$ cat src/rtl/argmax_uint16_stream.sv
// Streaming argmax over a frame of unsigned words: tracks the running maximum and the
// index of its first occurrence, then presents the frame result on a valid/ready stream.

module gt_uint_nbit #(
    parameter int N         = 16,
    parameter int IMPL_TYPE = 0
) (
    input  logic [N-1:0] a,
    input  logic [N-1:0] b,
    output logic         gt
);
    generate
        if (IMPL_TYPE == 0) begin : g_behav
            assign gt = (a > b);
        end else begin : g_msb_scan
            logic decided;

            // NOTE: always_comb assigns every output first, so no path leaves gt or decided unassigned and no latch is inferred.
            always_comb begin
                gt      = 1'b0;
                decided = 1'b0;
                for (int i = N - 1; i >= 0; i--) begin
                    if (!decided && (a[i] != b[i])) begin
                        gt      = a[i];
                        decided = 1'b1;
                    end
                end
            end
        end
    endgenerate
endmodule

module argmax_uint16_stream #(
    parameter int WIDTH     = 16,
    parameter int IDX_WIDTH = 8,
    parameter int IMPL_TYPE = 0
) (
    input  logic                 clk,
    input  logic                 rst,
    input  logic                 in_valid,
    output logic                 in_ready,
    input  logic [WIDTH-1:0]     in_data,
    input  logic                 in_last,
    output logic                 out_valid,
    input  logic                 out_ready,
    output logic [WIDTH-1:0]     out_max,
    output logic [IDX_WIDTH-1:0] out_idx,
    output logic                 out_ovf
);
    localparam logic [1:0] S_IDLE  = 2'd0;
    localparam logic [1:0] S_ACCUM = 2'd1;
    localparam logic [1:0] S_DONE  = 2'd2;

    logic [1:0]           state_q,    state_d;
    logic [WIDTH-1:0]     max_q,      max_d;
    logic [IDX_WIDTH-1:0] idx_q,      idx_d;
    logic [IDX_WIDTH-1:0] cnt_q,      cnt_d;
    logic                 cnt_full_q, cnt_full_d;
    logic                 ovf_q,      ovf_d;
    logic [WIDTH-1:0]     out_max_q,  out_max_d;
    logic [IDX_WIDTH-1:0] out_idx_q,  out_idx_d;
    logic                 out_ovf_q,  out_ovf_d;

    logic in_fire;
    logic in_gt;

    gt_uint_nbit #(
        .N         (WIDTH),
        .IMPL_TYPE (IMPL_TYPE)
    ) u_gt (
        .a  (in_data),
        .b  (max_q),
        .gt (in_gt)
    );

    assign in_ready  = !rst && (state_q != S_DONE);
    assign in_fire   = in_valid && in_ready;
    assign out_valid = (state_q == S_DONE);
    assign out_max   = out_max_q;
    assign out_idx   = out_idx_q;
    assign out_ovf   = out_ovf_q;

    always_comb begin
        state_d    = state_q;
        max_d      = max_q;
        idx_d      = idx_q;
        cnt_d      = cnt_q;
        cnt_full_d = cnt_full_q;
        ovf_d      = ovf_q;
        out_max_d  = out_max_q;
        out_idx_d  = out_idx_q;
        out_ovf_d  = out_ovf_q;

        case (state_q)
            S_IDLE: begin
                if (in_fire) begin
                    max_d      = in_data;
                    idx_d      = '0;
                    cnt_d      = IDX_WIDTH'(1);
                    cnt_full_d = 1'b0;
                    ovf_d      = 1'b0;
                    state_d    = in_last ? S_DONE : S_ACCUM;
                end
            end
            S_ACCUM: begin
                if (in_fire) begin
                    if (in_gt) begin
                        max_d = in_data;
                        idx_d = cnt_q;
                    end
                    // cnt_full marks that index all-ones has been handed out; any further word overflows.
                    if (cnt_q == '1) begin
                        if (cnt_full_q) begin
                            ovf_d = 1'b1;
                        end
                        cnt_full_d = 1'b1;
                    end else begin
                        cnt_d = cnt_q + IDX_WIDTH'(1);
                    end
                    if (in_last) begin
                        state_d = S_DONE;
                    end
                end
            end
            S_DONE: begin
                if (out_ready) begin
                    state_d = S_IDLE;
                end
            end
            default: state_d = S_IDLE;
        endcase

        // Result registers load only at frame end so they hold steady until the next frame closes.
        if (in_fire && in_last) begin
            out_max_d = max_d;
            out_idx_d = idx_d;
            out_ovf_d = ovf_d;
        end
    end

    // NOTE: sequential state uses non-blocking assignments so every flop samples pre-edge values.
    always_ff @(posedge clk) begin
        if (rst) begin
            state_q    <= S_IDLE;
            max_q      <= '0;
            idx_q      <= '0;
            cnt_q      <= '0;
            cnt_full_q <= 1'b0;
            ovf_q      <= 1'b0;
            out_max_q  <= '0;
            out_idx_q  <= '0;
            out_ovf_q  <= 1'b0;
        end else begin
            state_q    <= state_d;
            max_q      <= max_d;
            idx_q      <= idx_d;
            cnt_q      <= cnt_d;
            cnt_full_q <= cnt_full_d;
            ovf_q      <= ovf_d;
            out_max_q  <= out_max_d;
            out_idx_q  <= out_idx_d;
            out_ovf_q  <= out_ovf_d;
        end
    end
endmodule

$ cat config.mk
export PLATFORM = sky130hd
export DESIGN_NAME = argmax_uint16_stream
export DESIGN_NICKNAME = d
export VERILOG_FILES = /design/src/rtl/argmax_uint16_stream.sv
export SDC_FILE = /design/constraint.sdc
export NUM_CORES = 1
export LEC_CHECK = 0
export CORE_MARGIN = 5
export CORE_UTILIZATION = 49
export DETAILED_ROUTE_END_ITERATION = 16
export PLACE_DENSITY = 0.75
export SYNTH_ARGS = -nofsm -noshare
export SYNTH_HDL_FRONTEND = slang
export SYNTH_SLANG_ARGS = --single-unit
export TNS_END_PERCENT = 1
$ cat constraint.sdc
create_clock -name clk -period 3.65 [get_ports clk]
set_clock_uncertainty 0.05 [all_clocks]
set_input_delay 1.095 -clock clk [delete_from_list [all_inputs] [get_ports clk]]
set_output_delay 1.095 -clock clk [all_outputs]
set_load 0.02 [all_outputs]
==> qor.csv, run 1 <==
metric;value;unit
simple-gate share of the synthesized area;0.2050;
Synth Net Count;341;
Synth Area in Compound Gates;0.1302;
vias per cell;5.196;
sequential share of power;0.470;
Die X;85.28;um
Worst EP arrival;3610;ps
total global-route track usage;0.1752;
VDD IR max;0.0002444;V
crit path time final;3471;ps
layout cells sized above 1;0.09116;
HPWL after detailed placement;4337;um
Slew Limit Fails;0;
initial antenna violation count;0;
Die H;85.28;um
root buffer cell;clkbuf_8;
CTS tree;yes;
Slew HR;0.4873;
port bufs;47;
DRT Wirelength;5937;um
DR WL/cell;13.68;um
sw power;398.8;uW
H-tree levels;3;
DR pass1 iterations;4;
main combinational cell family by area after synthesis;simple AND/OR/NAND/NOR gates;
unrepaired setup endpoints after global routing;false;
Comb pwr share;0.142;
Clock Latency Late Sink;330;ps
Synth Area per Inst;9.163;um^2
Leak;0.001434;uW
worst r2r dst;out_max[15];
DRC;0;
total gr overflow;0;
Internal;1100;uW
WHS Endpoint;cnt_full_q;
Syn Inst Count;303;
fillcell total;460;
Hold Path Stages;2;
total I/O pin count;48;
Area growth, synth to finish;26.99;%
Async SR Flop Fraction;0;
number of synthesized flops with an enable pin;0;
multi-input logic area;0.001419;mm^2
cts hold-fix bufs;0;
MaxCap Viol Count;0;
Setup CP Type;in2reg;
vias in the first global route;2208;
xor/xnor share of the synthesized area;0.01262;
CTS sink cnt;61;
largest net degree at the start of global routing;56;
Sw Share;0.2661;
Fin Hold WS;424.3;ps
Worst Tran Pin Value;765.3;ps
Setup TNS Final;0;ps
Hold Crit Class;reg2reg;
die area;0.007272;mm^2
routability congestion estimate;0.8459;
Clock Path Buffers;2;
Post-CTS Setup Bufs;0;
total core area;0.005507;mm^2
cells on worst reg2reg path;8;
Antenna Nets Post-Route;0;
Fmax achieved;288.1;MHz
status;finished, final reports clean;
flop2flop setup slack;1030;ps
Iter 0 DRT Violations;103;
CTS resizes;0;
WP data required;3790;ps
Initial Util;0.5042;
worst flop-to-flop path startpoint;max_q[15];
Setup violations, final;0;
most common cell after layout, fill and taps aside;dfxtp_1;
register bit total from synthesis;61;
Worst-path clk slew;70;ps
power per cell area;425.1;mW/mm^2
CP Launch Type;primary input;
Adder-Cell Fraction of Synth Area;0.07661;
fraction of the yosys area taken by sequential cells;0.4398;
FF+latch area;0.001221;mm^2
most frequent cells in the layout;dfxtp_1 (61), nor2_1 (59), clkdlybuf4s50_1 (46), mux2i_1 (24), a211oi_1 (22);
Synth Warn #;0;
Vias;2255;
Synth Flop Type;dfxtp_1;
Nets;395;
row cnt;27;
crit path max fanout;16;
CTS Buf Count;9;
first-pass GRT wire length;10250;um
diode count;0;
Hold Path Origin;cnt_full_q;
Hold Fails Final Rpt;0;
Netlist Area Pre-Place;0.002776;mm^2
Yosys cell types;36;
post-synthesis mux area share;0.08653;
period utilization;0.9508;
CP endpoint kind;flip-flop;
clock power share;0.388;
-- layer usage --
layer / part of all wire / vias up / global-route usage / wire (um)
li1: - / 1167 / - / -
met1: 0.49 / 1038 / 0.2265 / 2881
met2: 0.45 / 41 / 0.2669 / 2659
met3: 0.051 / 9 / 0.05340 / 300
met4: 0.016 / 0 / 0.08058 / 96
met5: 0 / - / 0 / 0
-- stage by stage --
| step | std cells | cell area [um^2] | utilization | power (uW) | setup slack, ps |
|---|---|---|---|---|---|
| 6_report | 434 | 3526 | 0.6403 | 1499 | 179.4 |
| 4_1_cts | 434 | 3526 | 0.6403 | 1509 | 171.5 |
| 5_1_grt | 434 | 3526 | 0.6403 | 1564 | 28.54 |
| 2_1_floorplan | 303 | 2776 | - | 850.8 | 575.9 |
| 3_3_place_gp | 418 | 3334 | 0.6055 | 929.4 | -99.81 |
| 3_5_place_dp | 418 | 3334 | 0.6055 | 933.1 | -183.7 |
-- state kept, by name, summed over array words and instances (netlist names) --
register    cells
out_ovf         1
cnt_q           8
out_max        16
out_idx         8
cnt_full_q      1
idx_q           8
max_q          16
ovf_q           1
state_q         2
-- area by class of cell --
| cell class | instances | share of cell area |
|---|---|---|
| inverters | 19 | 0.02023 |
| clock inverters | 6 | 0.01810 |
| repair buffers | 56 | 0.1512 |
| well taps | 72 | 0.02555 |
| clock buffers | 10 | 0.03620 |
| multi-input cells | 210 | 0.4024 |
| flip-flops and latches | 61 | 0.3463 |
-- synthesized netlist by cell type, types with 2 or more instances --
cell,n,area (um^2)
a211oi_1,22,165.2
nand4_4,2,42.54
nand4_1,5,31.28
and2_1,2,12.51
nor2_1,59,221.5
a21oi_1,11,55.05
inv_1,19,71.32
nand3_1,7,35.03
clkbuf_1,12,45.04
and3_1,3,18.77
mux2i_1,24,240.2
or3_1,2,12.51
nor3_1,5,25.02
nand2_1,14,52.55
dfxtp_1,61,1221
xor2_1,4,35.03
ha_1,17,212.7
o21ai_0,6,30.03
a31oi_1,4,25.02
nor2b_1,8,50.05
-- power by group through the flow --
stage,logic [uW],clock network (uW),registers [uW]
after floorplan,118,0,733
after global placement,211,0,719
after detailed placement,214,0,719
after CTS,215,589,705
after global routing,237,620,707
final,213,581,704
-- critical path: stages --
cell             delay (ps)
clkdlybuf4s50_1         430
ha_1                    370
nand4_4                 120
nor4_4                  350
nand4_4                 150
o211ai_4                640
mux2i_1                 350
a211oi_2                100
-- cells by family after synthesis --
logic type / after synthesis
compound gates: 51
xor+xnor: 4
fa+ha+maj: 17
buf+inv: 32
flops: 61
mux: 24
simple gates: 114
-- worst max-delay path by stage --
| stage | cells past startpoint | endpoint | from | slack, ps |
|---|---|---|---|---|
| 3_5_place_dp | 8 | out_max[15] | in_data[15] | -180 |
| 6_report | 8 | out_max[15] | in_data[15] | 180 |
| 2_1_floorplan | 8 | out_max[15] | in_data[15] | 580 |
| 3_3_place_gp | 8 | out_max[5] | in_data[15] | -100 |
| 5_1_grt | 8 | out_max[9] | in_data[13] | 30 |
| 4_1_cts | 8 | out_max[15] | in_data[15] | 170 |
Power figures use the tool's default switching activity.
==> inputs of run 2 (changes only) <==
==> constraint.sdc (replaced) <==
create_clock -name clk -period 3.65 [get_ports clk]
set_clock_uncertainty 0.05 [all_clocks]
set_input_delay 0.73 -clock clk [delete_from_list [all_inputs] [get_ports clk]]
set_output_delay 0.73 -clock clk [all_outputs]
set_load 0.02 [all_outputs]
==> run 2 against run 1 <==
  * Core utilization grew 0.16 points
  * Highest routed layer unchanged
  * Setup slack gained 320 ps
  * Clock power grew 17%
  * Flip-flop and latch count is the same
  * Global-route usage grew 0.26 points
  * Die area is the same
  * Critical path depth is the same
  * Largest cell class unchanged
  * Critical endpoint unchanged
  * Worst hold slack gained 24 ps
  * Largest power group unchanged
  * Maximum frequency grew 10%
  * Via count grew 1.5%
  * Sequential power is essentially flat
  * Total power grew 6.4%
==> qor.csv, run 2 (synthesis results as in run 1) <==
metric;value;unit;change
Worst Tran Pin Value;739.5;ps;was 765.3 ps
total gr overflow;0;;unchanged
WHS Endpoint;cnt_full_q;;unchanged
DR pass1 iterations;4;;unchanged
H-tree levels;3;;unchanged
Die H;85.28;um;unchanged
port bufs;47;;unchanged
HPWL after detailed placement;4246;um;was 4337 um
CTS resizes;0;;unchanged
Nets;390;;was 395
row cnt;27;;unchanged
final cell count without fillers;429;;was 434
worst flop-to-flop path startpoint;max_q[15];;unchanged
Antenna Nets Post-Route;0;;unchanged
worst r2r dst;out_max[15];;unchanged
routability congestion estimate;0.8089;;was 0.8459
initial antenna violation count;0;;unchanged
Hold Path Stages;2;;unchanged
root buffer cell;clkbuf_8;;unchanged
crit path max fanout;16;;unchanged
period utilization;0.8624;;was 0.9508
most frequent cells in the layout;dfxtp_1 (61), nor2_1 (59), clkdlybuf4s50_1 (46), mux2i_1 (24), a211oi_1 (22);;unchanged
total I/O pin count;48;;unchanged
Area growth, synth to finish;27.31;%;was 26.99%
diode count;0;;unchanged
Die X;85.28;um;unchanged
total global-route track usage;0.1778;;was 0.1752
CTS Buf Count;9;;unchanged
DRC;0;;unchanged
final total power;1595;uW;was 1499 uW
Fin Hold WS;448.5;ps;was 424.3 ps
largest net degree at the start of global routing;36;;was 56
Vias;2288;;was 2,255
Clock Path Buffers;2;;unchanged
power per cell area;451.2;mW/mm^2;was 425.1 mW/mm^2
Fmax achieved;317.7;MHz;was 288.1 MHz
most common cell after layout, fill and taps aside;dfxtp_1;;unchanged
Iter 0 DRT Violations;88;;was 103
vias per cell;5.333;;was 5.196
Hold Path Origin;cnt_full_q;;unchanged
CTS tree;yes;;unchanged
Initial Util;0.5042;;unchanged
CP endpoint kind;flip-flop;;unchanged
vias in the first global route;2208;;unchanged
Slew HR;0.5046;;was 0.4873
flop2flop setup slack;980;ps;was 1030 ps
status;finished, final reports clean;;unchanged
Hold Crit Class;reg2reg;;unchanged
cells on worst reg2reg path;8;;unchanged
Setup violations, final;0;;unchanged
Clock Latency Late Sink;340;ps;was 330 ps
WP data required;3800;ps;was 3790 ps
final core utilization;0.6419;;was 0.6403
Leak;0.001437;uW;was 0.001434 uW
Worst-path clk slew;70;ps;about the same
CP Launch Type;primary input;;unchanged
MaxCap Viol Count;0;;unchanged
placed cell count;413;;was 418
total core area;0.005507;mm^2;unchanged
Worst EP arrival;3300;ps;was 3610 ps
Setup CP Type;in2reg;;unchanged
first-pass GRT wire length;10240;um;was 10,250 um
layout cells sized above 1;0.07843;;was 0.09116
DRT Wirelength;5991;um;was 5937 um
die area;0.007272;mm^2;unchanged
Setup TNS Final;0;ps;unchanged
VDD IR max;0.0002531;V;was 0.0002444 V
fillcell total;457;;was 460
Hold Fails Final Rpt;0;;unchanged
DR WL/cell;13.97;um;was 13.68 um
CTS sink cnt;61;;unchanged
crit path time final;3148;ps;was 3471 ps
Post-CTS Setup Bufs;0;;unchanged
cts hold-fix bufs;0;;unchanged
Slew Limit Fails;0;;unchanged
unrepaired setup endpoints after global routing;false;;unchanged
==> run 2: cell count changes in the layout (fill, tap and decap cells not counted), sizes merged <==
| cell | before | now |
|---|---|---|
| clkbuf | 10 | 12 |
| clkinvlp | 2 | 0 |
| bufinv | 1 | 2 |
| buf | 10 | 5 |
| clkinv | 3 | 2 |
==> run 2: how the worst max path moves through the flow <==
| stage | start | endpoint | cells past startpoint |
|---|---|---|---|
| after floorplan | in_data[15] | out_max[15] | 8 |
| after global placement | in_data[15] | out_max[0] | 8 |
| after detailed placement | in_data[15] | out_max[0] | 8 |
| after CTS | in_data[15] | out_max[0] | 8 |
| after global routing | in_data[15] | out_max[12] | 8 |
| final | in_data[15] | out_max[15] | 8 |
==> run 2: layer usage <==
layer,global-route usage,vias to the layer above,share of wire
met5,0,-,0
li1,-,1157,-
met1,0.2246,1064,0.46
met3,0.03786,16,0.047
met4,0.1108,0,0.029
met2,0.2747,51,0.46
==> run 2: per-stage QoR <==
| stage | setup slack, ps | instance area (um^2) |
|---|---|---|
| after global placement | 194.9 | 3309 |
| final | 502.1 | 3535 |
| after detailed placement | 147.9 | 3309 |
| after global routing | 289.6 | 3535 |
| after floorplan | 940.9 | 2776 |
| after CTS | 481.4 | 3535 |
==> run 2: power by group <==
| part | switching [uW] | leakage (uW) | internal, uW |
|---|---|---|---|
| logic | 117 | 0.000824 | 94.8 |
| registers | 14.4 | 0.000496 | 690 |
| clock network | 259 | 0.000116 | 420 |
| total | 390 | 0.00144 | 1200 |
==> run 2: final cells by class <==
type	instances	area, um^2	share of cell area
multi-input cells	210	1419	0.4014
flip-flops and latches	61	1221	0.3455
repair buffers	51	508.0	0.1437
clock inverters	4	70.07	0.01982
well taps	72	90.09	0.02549
inverters	19	71.32	0.02018
clock buffers	12	155.1	0.04389
==> run 2: critical path, cell delays in order <==
cell,delay [ps]
clkdlybuf4s50_1,430
ha_1,380
nand4_4,150
nor4_4,360
nand4_4,180
o211ai_4,630
mux2i_1,330
a211oi_2,100
